<file path="src/rtl/toggle_handshake_receiver.sv">
// Receive end of a two-phase toggle CDC handshake: synchronises req_tgl, captures data_in, offers it on valid/ready, returns ack_tgl.
// Latency: req flip sampled at E0 -> out_valid at E0+SYNC_STAGES; backpressure holds the word, and a new request while full sets sticky overrun.
module toggle_handshake_receiver #(
  parameter int WIDTH       = 8,
  parameter int SYNC_STAGES = 2,
  parameter int CNT_W       = 8
) (
  input  logic             clk,
  input  logic             reset,
  input  logic             req_tgl,
  input  logic [WIDTH-1:0] data_in,
  input  logic             out_ready,
  output logic             out_valid,
  output logic [WIDTH-1:0] data_out,
  output logic             ack_tgl,
  output logic             overrun,
  output logic [CNT_W-1:0] xfer_count
);

  localparam logic [CNT_W-1:0] CNT_ONE = {{(CNT_W-1){1'b0}}, 1'b1};

  typedef enum logic {
    IDLE = 1'b0,
    HOLD = 1'b1
  } state_t;

  state_t                 r_state;
  state_t                 w_state_nxt;
  logic [SYNC_STAGES-1:0] r_sync;
  logic                   r_req_seen;
  logic [WIDTH-1:0]       r_data;
  logic                   r_ack;
  logic                   r_ovr;
  logic [CNT_W-1:0]       r_cnt;

  logic                   w_event;
  logic                   w_take;
  logic                   w_load;
  logic                   w_ovr_set;

  // Only r_sync[0] may go metastable; every later stage is a clean copy.
  always_ff @(posedge clk or negedge reset) begin
    if (!reset) begin
      r_sync     <= '0;
      r_req_seen <= 1'b0;
    end else begin
      r_sync     <= {r_sync[SYNC_STAGES-2:0], req_tgl};
      r_req_seen <= r_sync[SYNC_STAGES-1];
    end
  end

  assign w_event = r_sync[SYNC_STAGES-1] ^ r_req_seen;
  assign w_take  = (r_state == HOLD) && out_ready;

  always_comb begin
    w_state_nxt = r_state;
    w_load      = 1'b0;
    w_ovr_set   = 1'b0;
    case (r_state)
      IDLE: begin
        if (w_event) begin
          w_load      = 1'b1;
          w_state_nxt = HOLD;
        end
      end
      HOLD: begin
        // A same-edge take frees the register, so the new word is accepted.
        if (w_take && w_event) begin
          w_load = 1'b1;
        end else if (w_take) begin
          w_state_nxt = IDLE;
        end else if (w_event) begin
          w_ovr_set = 1'b1;
        end
      end
      default: w_state_nxt = IDLE;
    endcase
  end

  always_ff @(posedge clk or negedge reset) begin
    if (!reset) begin
      r_state <= IDLE;
      r_data  <= '0;
      r_ack   <= 1'b0;
      r_ovr   <= 1'b0;
      r_cnt   <= '0;
    end else begin
      r_state <= w_state_nxt;
      if (w_load) begin
        r_data <= data_in;
      end
      if (w_take) begin
        r_ack <= ~r_ack;
        r_cnt <= r_cnt + CNT_ONE;
      end
      if (w_ovr_set) begin
        r_ovr <= 1'b1;
      end
    end
  end

  assign out_valid  = (r_state == HOLD);
  assign data_out   = r_data;
  assign ack_tgl    = r_ack;
  assign overrun    = r_ovr;
  assign xfer_count = r_cnt;

endmodule

</file>
<file path="config.mk">
export PLATFORM = sky130hd
export DESIGN_NAME = toggle_handshake_receiver
export DESIGN_NICKNAME = d
export VERILOG_FILES = /design/src/rtl/toggle_handshake_receiver.sv
export SDC_FILE = /design/constraint.sdc
export NUM_CORES = 1
export LEC_CHECK = 0
export BUFFER_PORTS_ARGS = -buffer_cell sky130_fd_sc_hd__buf_2
export CAP_MARGIN = 20
export CORE_ASPECT_RATIO = 0.7
export CORE_UTILIZATION = 47
export DETAILED_ROUTE_END_ITERATION = 7
export PLACE_DENSITY = 0.76
export SYNTH_ARGS = -nofsm -noshare
export SYNTH_HDL_FRONTEND = slang
export SYNTH_SLANG_ARGS = --single-unit
</file>
<file path="constraint.sdc">
create_clock -name clk -period 1.35 [get_ports clk]
set_input_delay 0.0675 -clock clk [delete_from_list [all_inputs] [get_ports clk]]
set_output_delay 0.0675 -clock clk [all_outputs]
set_load 0.02 [all_outputs]
</file>
==> results of run 1 <==
cell families after synthesis:
group | Yosys count | synth area share [%]
xor+xnor | 9 | 9.844
flops | 22 | 62.77
fa+ha+maj | 1 | 1.426
simple gates | 14 | 8.844
buf+inv | 1 | 1.284
mux | 9 | 14.98
compound gates | 1 | 0.8562
how the worst max path moves through the flow:
stage                                         end  slack (ns)  cells past startpoint
after global routing      data_out[0]$_DFFE_PN0P_       0.005                      4
final                     data_out[0]$_DFFE_PN0P_        0.07                      4
after floorplan           data_out[0]$_DFFE_PN0P_        0.05                      4
after detailed placement  data_out[1]$_DFFE_PN0P_       0.009                      3
after global placement    data_out[0]$_DFFE_PN0P_        0.04                      3
after CTS                 data_out[0]$_DFFE_PN0P_        0.07                      4
flip-flops by register name, summed over array words and instances, names as in the netlist:
signal	cells
data_out	8
xfer_count	8
r_sync	2
ack_tgl	1
out_valid	1
overrun	1
r_req_seen	1
worst max-delay path: cells and delay by family (launching register included):
kind,cells,cell delay (ns)
muxes,1,0.29
DFF,1,0.42
xor gates and xnor gates,1,0.25
and+or+nand+nor,1,0.07
buffers and inverters,1,0.15
power groups by stage:
stage	registers, mW	clock network [mW]	logic, mW
detailed placement	0.968	0	0.674
global route	0.985	0.398	0.762
finish	0.952	0.356	0.706
floorplan	1.15	0	0.256
global placement	0.959	0	0.659
CTS	0.956	0.368	0.713
synthesized netlist by cell type:
cell / count / area [µm²]
and3_1: 1 / 6.260
and4_1: 1 / 8.760
buf_6: 1 / 11.26
dfrtp_1: 22 / 550.5
ha_1: 1 / 12.51
mux2_1: 1 / 11.26
mux2_4: 8 / 120.1
nand2_1: 6 / 22.52
nand2b_1: 1 / 6.260
nand3_1: 1 / 5.000
nand4_1: 1 / 6.260
nor2_1: 1 / 3.750
nor2b_4: 1 / 13.76
nor3_1: 1 / 5.000
o21bai_1: 1 / 7.510
xnor2_1: 6 / 52.55
xnor2_2: 1 / 16.27
xor2_1: 2 / 17.52
timing repair:
action	4_1_cts	5_1_grt
resized for setup	0	0
hold buffers	10	0
setup endpoints to repair	1	0
buffers inserted	1	0
hold endpoints to repair	31	0
cell type report:
cell class / instances / area share (%)
multi-input combinational: 34 / 26.14
sequential: 22 / 45.64
tap: 21 / 2.178
timing repair buffer: 42 / 23.03
clock buffer: 4 / 3.008
per-layer routing:
| layer | routed length, µm | GRT usage (%) | share of wire, % |
|---|---|---|---|
| met4 | 13 | 5.921 | 0.84 |
| met1 | 709 | 23.79 | 46 |
| met2 | 722 | 28.13 | 47 |
| met5 | 0 | 0 | 0 |
| met3 | 101 | 8.333 | 6.5 |
==> flow_metrics.env, run 1 <==
export IMPL_switchingPower_mw=0.7025
export IMPL_fin_area_um2=1206
export IMPL_grt_max_degree=23
export IMPL_remaining_drc_errors=0
export IMPL_max_cap_violations=0
export IMPL_drtIter0Drc=9
export IMPL_rrSetupSlack_ns=0.07
export IMPL_tightest_slew_ns=0.4623
export IMPL_cts_sinks=22
export IMPL_die_y_um=38.14
export IMPL_dp_hpwl_mm=1.032
export IMPL_reg2reg_depth=4
export IMPL_rsz0062_at_grt="no"
export IMPL_seqPwrFrac_pct=47.3
export IMPL_tritoncts="built"
export IMPL_final_hold_viol_count=0
export IMPL_cp_start_kind="flop"
export IMPL_grt_overflow_total=0
export IMPL_gp_congestion=0.6379
export IMPL_setup_violations=0
export IMPL_cpPeakStageDelay_ns=0.42
export IMPL_die_width_um=53.63
export IMPL_dp_cells=108
export IMPL_clkPwrFrac_pct=17.7
export IMPL_clk_path_buf_depth=2
export IMPL_finalNonFillerCells=123
export IMPL_startpoint="r_req_seen$_DFF_PN0_"
export IMPL_hold_path_class="primary input to flop"
export IMPL_share_comb_of_total_power_pct=35.1
export IMPL_final_max_slew_violation_count=0
export IMPL_cp_arrival_ns=1.48
export IMPL_clk_pin_slew_worst_paths_ns=0.12
export IMPL_syn_area_per_cell_um2=15.39
export IMPL_wl_mm=1.546
export IMPL_setup_tns_ns=0
export IMPL_cts_buffers=3
export IMPL_fill_cells=107
export IMPL_grt_pass1_wl_mm=2.428
export IMPL_wl_per_cell_um=12.57
export IMPL_drive_gt1_share_pct=45.10
export IMPL_seqCellArea_um2=550.5
export IMPL_core_um2=1667
export IMPL_avgViaCountPerCell=4.577
export IMPL_yosysWarnings=0
export IMPL_cpMaxStageDelayCell="dfrtp_1"
export IMPL_syn2layout_area_growth_pct=37.52
export IMPL_io_pins=31
export IMPL_fmax_mhz=783.0
export IMPL_layout_nets=116
export IMPL_clk_latency_ns=0.30
export IMPL_first_pass_iters=3
export IMPL_required_ns=1.55
export IMPL_initial_core_util_pct=52.63
export IMPL_period_share_pct=94.61
export IMPL_synth_area_um2=877.1
export IMPL_timing_rr_end="data_out[0]$_DFFE_PN0P_"
export IMPL_synth_seq_cells=22
export IMPL_whs_path_depth=3
export IMPL_irDropWorstVdd_v=0.001039
export IMPL_path_class="flop to flop"
export IMPL_fin_util_pct=72.37
export IMPL_vias=563
export IMPL_final_common_cell="buf_2"
export IMPL_grt_usage_pct=18.60
export IMPL_dpl_worst_slack_ns=0.008819
export IMPL_place_port_buffers=30
export IMPL_status="finished, final reports clean"
export IMPL_yosysSeqAreaShare_pct=62.77
export IMPL_crit_chain="xnor2_2 -> nor2b_4 -> buf_12 -> mux2_4"
export IMPL_multi_input_area_um2=315.3
export IMPL_hold_worst_slack_ns=0.1155
export IMPL_finalClockSkew_ns=0.002722
export IMPL_path_max_fanout=8
export IMPL_p_total_mw=2.014
export IMPL_htreeDepth=1
export IMPL_setup_ws_ns=0.07279
export IMPL_endpoint_kind="flop"
export IMPL_min_from="out_ready"
export IMPL_cts_root_buf="clkbuf_4"
export IMPL_postPlaceCellArea_um2=1050
export IMPL_grt_pass1_vias=551
export IMPL_grt_antenna_before_repair=0
export IMPL_p_int_mw=1.311
export IMPL_synth_nets=70
export IMPL_die_area_um2=2045
export IMPL_finalCriticalPeriod_ns=1.277
export IMPL_antenna_cells=0
export IMPL_most_common_layout_cells="buf_2, dfrtp_1, dlygate4sd3_1"
export IMPL_synth_cell_type_count=18
export IMPL_leakagePower_nw=0.6052
export IMPL_swShare_pct=34.89
export IMPL_min_to="out_valid$_DFF_PN0_"
export IMPL_synthCells=57
export IMPL_antenna_left=0
export IMPL_rows=12
export IMPL_power_density_nw_per_um2=1669
export IMPL_maxSlewHeadroom_pct=69.18
export IMPL_r2r_start="r_req_seen$_DFF_PN0_"
(Power assumes the default switching activity.)
==> inputs of run 2 (changes only) <==
--- a/config.mk
+++ b/config.mk
@@ -8,9 +8,11 @@
 export BUFFER_PORTS_ARGS = -buffer_cell sky130_fd_sc_hd__buf_2
 export CAP_MARGIN = 20
 export CORE_ASPECT_RATIO = 0.7
-export CORE_UTILIZATION = 47
+export CORE_MARGIN = 3
+export CORE_UTILIZATION = 35
+export CTS_BUF_LIST = sky130_fd_sc_hd__clkbuf_2 sky130_fd_sc_hd__clkbuf_4 sky130_fd_sc_hd__clkbuf_8
 export DETAILED_ROUTE_END_ITERATION = 7
-export PLACE_DENSITY = 0.76
+export PLACE_DENSITY = 0.6
 export SYNTH_ARGS = -nofsm -noshare
 export SYNTH_HDL_FRONTEND = slang
 export SYNTH_SLANG_ARGS = --single-unit
==> run 2 against run 1 <==
  * Clock power is 40% higher
  * Final area is 3.7% higher
  * Worst setup slack worse by 0.050 ns
  * Critical path type unchanged
  * Critical endpoint is now data_out[3]$_DFFE_PN0P_
  * Largest power group unchanged
==> flow_metrics.env, run 2 (synthesis results as in run 1) <==
export IMPL_core_um2=2260
export IMPL_clkPwrFrac_pct=23.1
export IMPL_cp_start_kind="flop"
export IMPL_die_width_um=65.83
export IMPL_syn2layout_area_growth_pct=42.65
export IMPL_min_to="xfer_count[0]$_DFFE_PN0P_"
export IMPL_cts_resized=0
export IMPL_reg2reg_depth=4
export IMPL_grt_usage_pct=11.43
export IMPL_hold_worst_slack_ns=0.1094
export IMPL_dp_cells=119
export IMPL_path_max_fanout=7
export IMPL_hold_path_class="primary input to flop"
export IMPL_r2r_start="r_sync[1]$_DFF_PN0_"
export IMPL_tightest_slew_ns=0.4756
export IMPL_rrSetupSlack_ns=0.02
export IMPL_swShare_pct=32.84
export IMPL_first_pass_iters=4
export IMPL_gp_congestion=0.7135
export IMPL_die_area_um2=3152
export IMPL_cts_buffers=3
export IMPL_vias=587
export IMPL_rows=14
export IMPL_p_int_mw=1.453
export IMPL_finalNonFillerCells=136
export IMPL_wl_mm=1.646
export IMPL_cpPeakStageDelay_ns=0.43
export IMPL_finalCriticalPeriod_ns=1.327
export IMPL_grt_pass1_wl_mm=2.553
export IMPL_setup_violations=0
export IMPL_grt_pass1_vias=559
export IMPL_grt_antenna_before_repair=0
export IMPL_htreeDepth=1
export IMPL_status="finished, final reports clean"
export IMPL_io_pins=31
export IMPL_antenna_cells=0
export IMPL_share_comb_of_total_power_pct=32.9
export IMPL_power_density_nw_per_um2=1729
export IMPL_grt_max_degree=23
export IMPL_endpoint_kind="flop"
export IMPL_path_class="flop to flop"
export IMPL_final_common_cell="buf_2"
export IMPL_maxSlewHeadroom_pct=68.29
export IMPL_period_share_pct=98.30
export IMPL_drive_gt1_share_pct=46.15
export IMPL_min_from="out_ready"
export IMPL_antenna_left=0
export IMPL_switchingPower_mw=0.7104
export IMPL_cts_sinks=22
export IMPL_crit_chain="xnor2_2 -> nor2b_4 -> buf_12 -> mux2_4"
export IMPL_layout_nets=118
export IMPL_setup_tns_ns=0
export IMPL_whs_path_depth=3
export IMPL_required_ns=1.55
export IMPL_dp_hpwl_mm=1.150
export IMPL_clk_path_buf_depth=2
export IMPL_leakagePower_nw=0.6220
export IMPL_most_common_layout_cells="buf_2, dfrtp_1, dlygate4sd3_1"
export IMPL_seqPwrFrac_pct=44.0
export IMPL_remaining_drc_errors=0
export IMPL_irDropWorstVdd_v=0.0008753
export IMPL_tritoncts="built"
export IMPL_drtIter0Drc=21
export IMPL_final_hold_viol_count=0
export IMPL_clk_pin_slew_worst_paths_ns=0.13
export IMPL_cp_arrival_ns=1.53
export IMPL_die_y_um=47.88
export IMPL_max_cap_violations=0
export IMPL_fmax_mhz=753.6
export IMPL_fin_util_pct=55.37
export IMPL_cpMaxStageDelayCell="dfrtp_1"
export IMPL_timing_rr_end="data_out[3]$_DFFE_PN0P_"
export IMPL_initial_core_util_pct=38.82
export IMPL_fill_cells=201
export IMPL_clk_latency_ns=0.31
export IMPL_place_port_buffers=30
export IMPL_wl_per_cell_um=12.10
export IMPL_avgViaCountPerCell=4.316
export IMPL_finalClockSkew_ns=0.01163
export IMPL_final_max_slew_violation_count=0
export IMPL_grt_overflow_total=0
export IMPL_cts_root_buf="clkbuf_4"
[run 2: cell count changes in the layout (fill, tap and decap cells not counted)]
| cell | change |
|---|---|
| buf_4 | +2 |
| bufinv_16 | +1 |
| clkbuf_8 | -1 |
[run 2: worst max path at each step]
stage | from | to | slack, ns | cells after the start
finish | r_sync[1]$_DFF_PN0_ | data_out[3]$_DFFE_PN0P_ | 0.02 | 4
global route | r_sync[1]$_DFF_PN0_ | data_out[3]$_DFFE_PN0P_ | -0.01 | 4
CTS | r_req_seen$_DFF_PN0_ | data_out[3]$_DFFE_PN0P_ | 0.04 | 4
detailed placement | r_sync[1]$_DFF_PN0_ | data_out[6]$_DFFE_PN0P_ | -0.007 | 3
global placement | r_req_seen$_DFF_PN0_ | data_out[1]$_DFFE_PN0P_ | 0.03 | 3
floorplan | out_valid$_DFF_PN0_ | data_out[0]$_DFFE_PN0P_ | 0.05 | 4
[run 2: critical path, delay by kind of cell, from the launching register on]
| kind | cells | cell delay (ns) |
|---|---|---|
| multiplexers | 1 | 0.29 |
| flip-flops | 1 | 0.43 |
| XOR/XNOR | 1 | 0.27 |
| buffers and inverters | 1 | 0.15 |
| AND/OR/NAND/NOR | 1 | 0.08 |
[run 2: metal layers]
layer  global-route usage [%]  up-vias  wire, µm
met5                        0        -         0
met3                    4.460        2       102
li1                         -      285         -
met1                    13.48      282       761
met4                    4.959        0        10
met2                    19.12       18       772
[run 2: power groups by stage]
stage          clock network [mW]  logic (mW)  registers, mW
6_report                    0.499       0.712          0.952
5_1_grt                     0.552       0.777          0.979
4_1_cts                     0.519       0.718          0.956
3_5_place_dp                    0       0.673          0.969
3_3_place_gp                    0       0.668          0.962
2_1_floorplan                   0       0.256           1.15
[run 2: layout make-up]
cell class / count / area (µm²) / area share, %
clock buffer: 3 / 22.52 / 1.800
clock inverter: 1 / 30.03 / 2.400
multi-input combinational: 34 / 315.3 / 25.20
sequential: 22 / 550.5 / 44.00
tap: 32 / 40.04 / 3.200
timing repair buffer: 44 / 292.8 / 23.40
[run 2: what timing repair did]
item	CTS	global route
endpoints found under the hold margin	31	0
endpoints found under the setup margin	8	3
hold buffers	10	0
buffers inserted	2	1
pin swaps	0	1
[run 2: stage by stage]
| step | setup WS (ns) | total power, mW | instance area (µm²) |
|---|---|---|---|
| floorplan | 0.04826 | 1.403 | 877.1 |
| CTS | 0.03821 | 2.193 | 1244 |
| detailed placement | -0.006988 | 1.642 | 1064 |
| finish | 0.02296 | 2.163 | 1251 |
| global route | -0.01268 | 2.308 | 1251 |
| global placement | 0.03088 | 1.630 | 1064 |
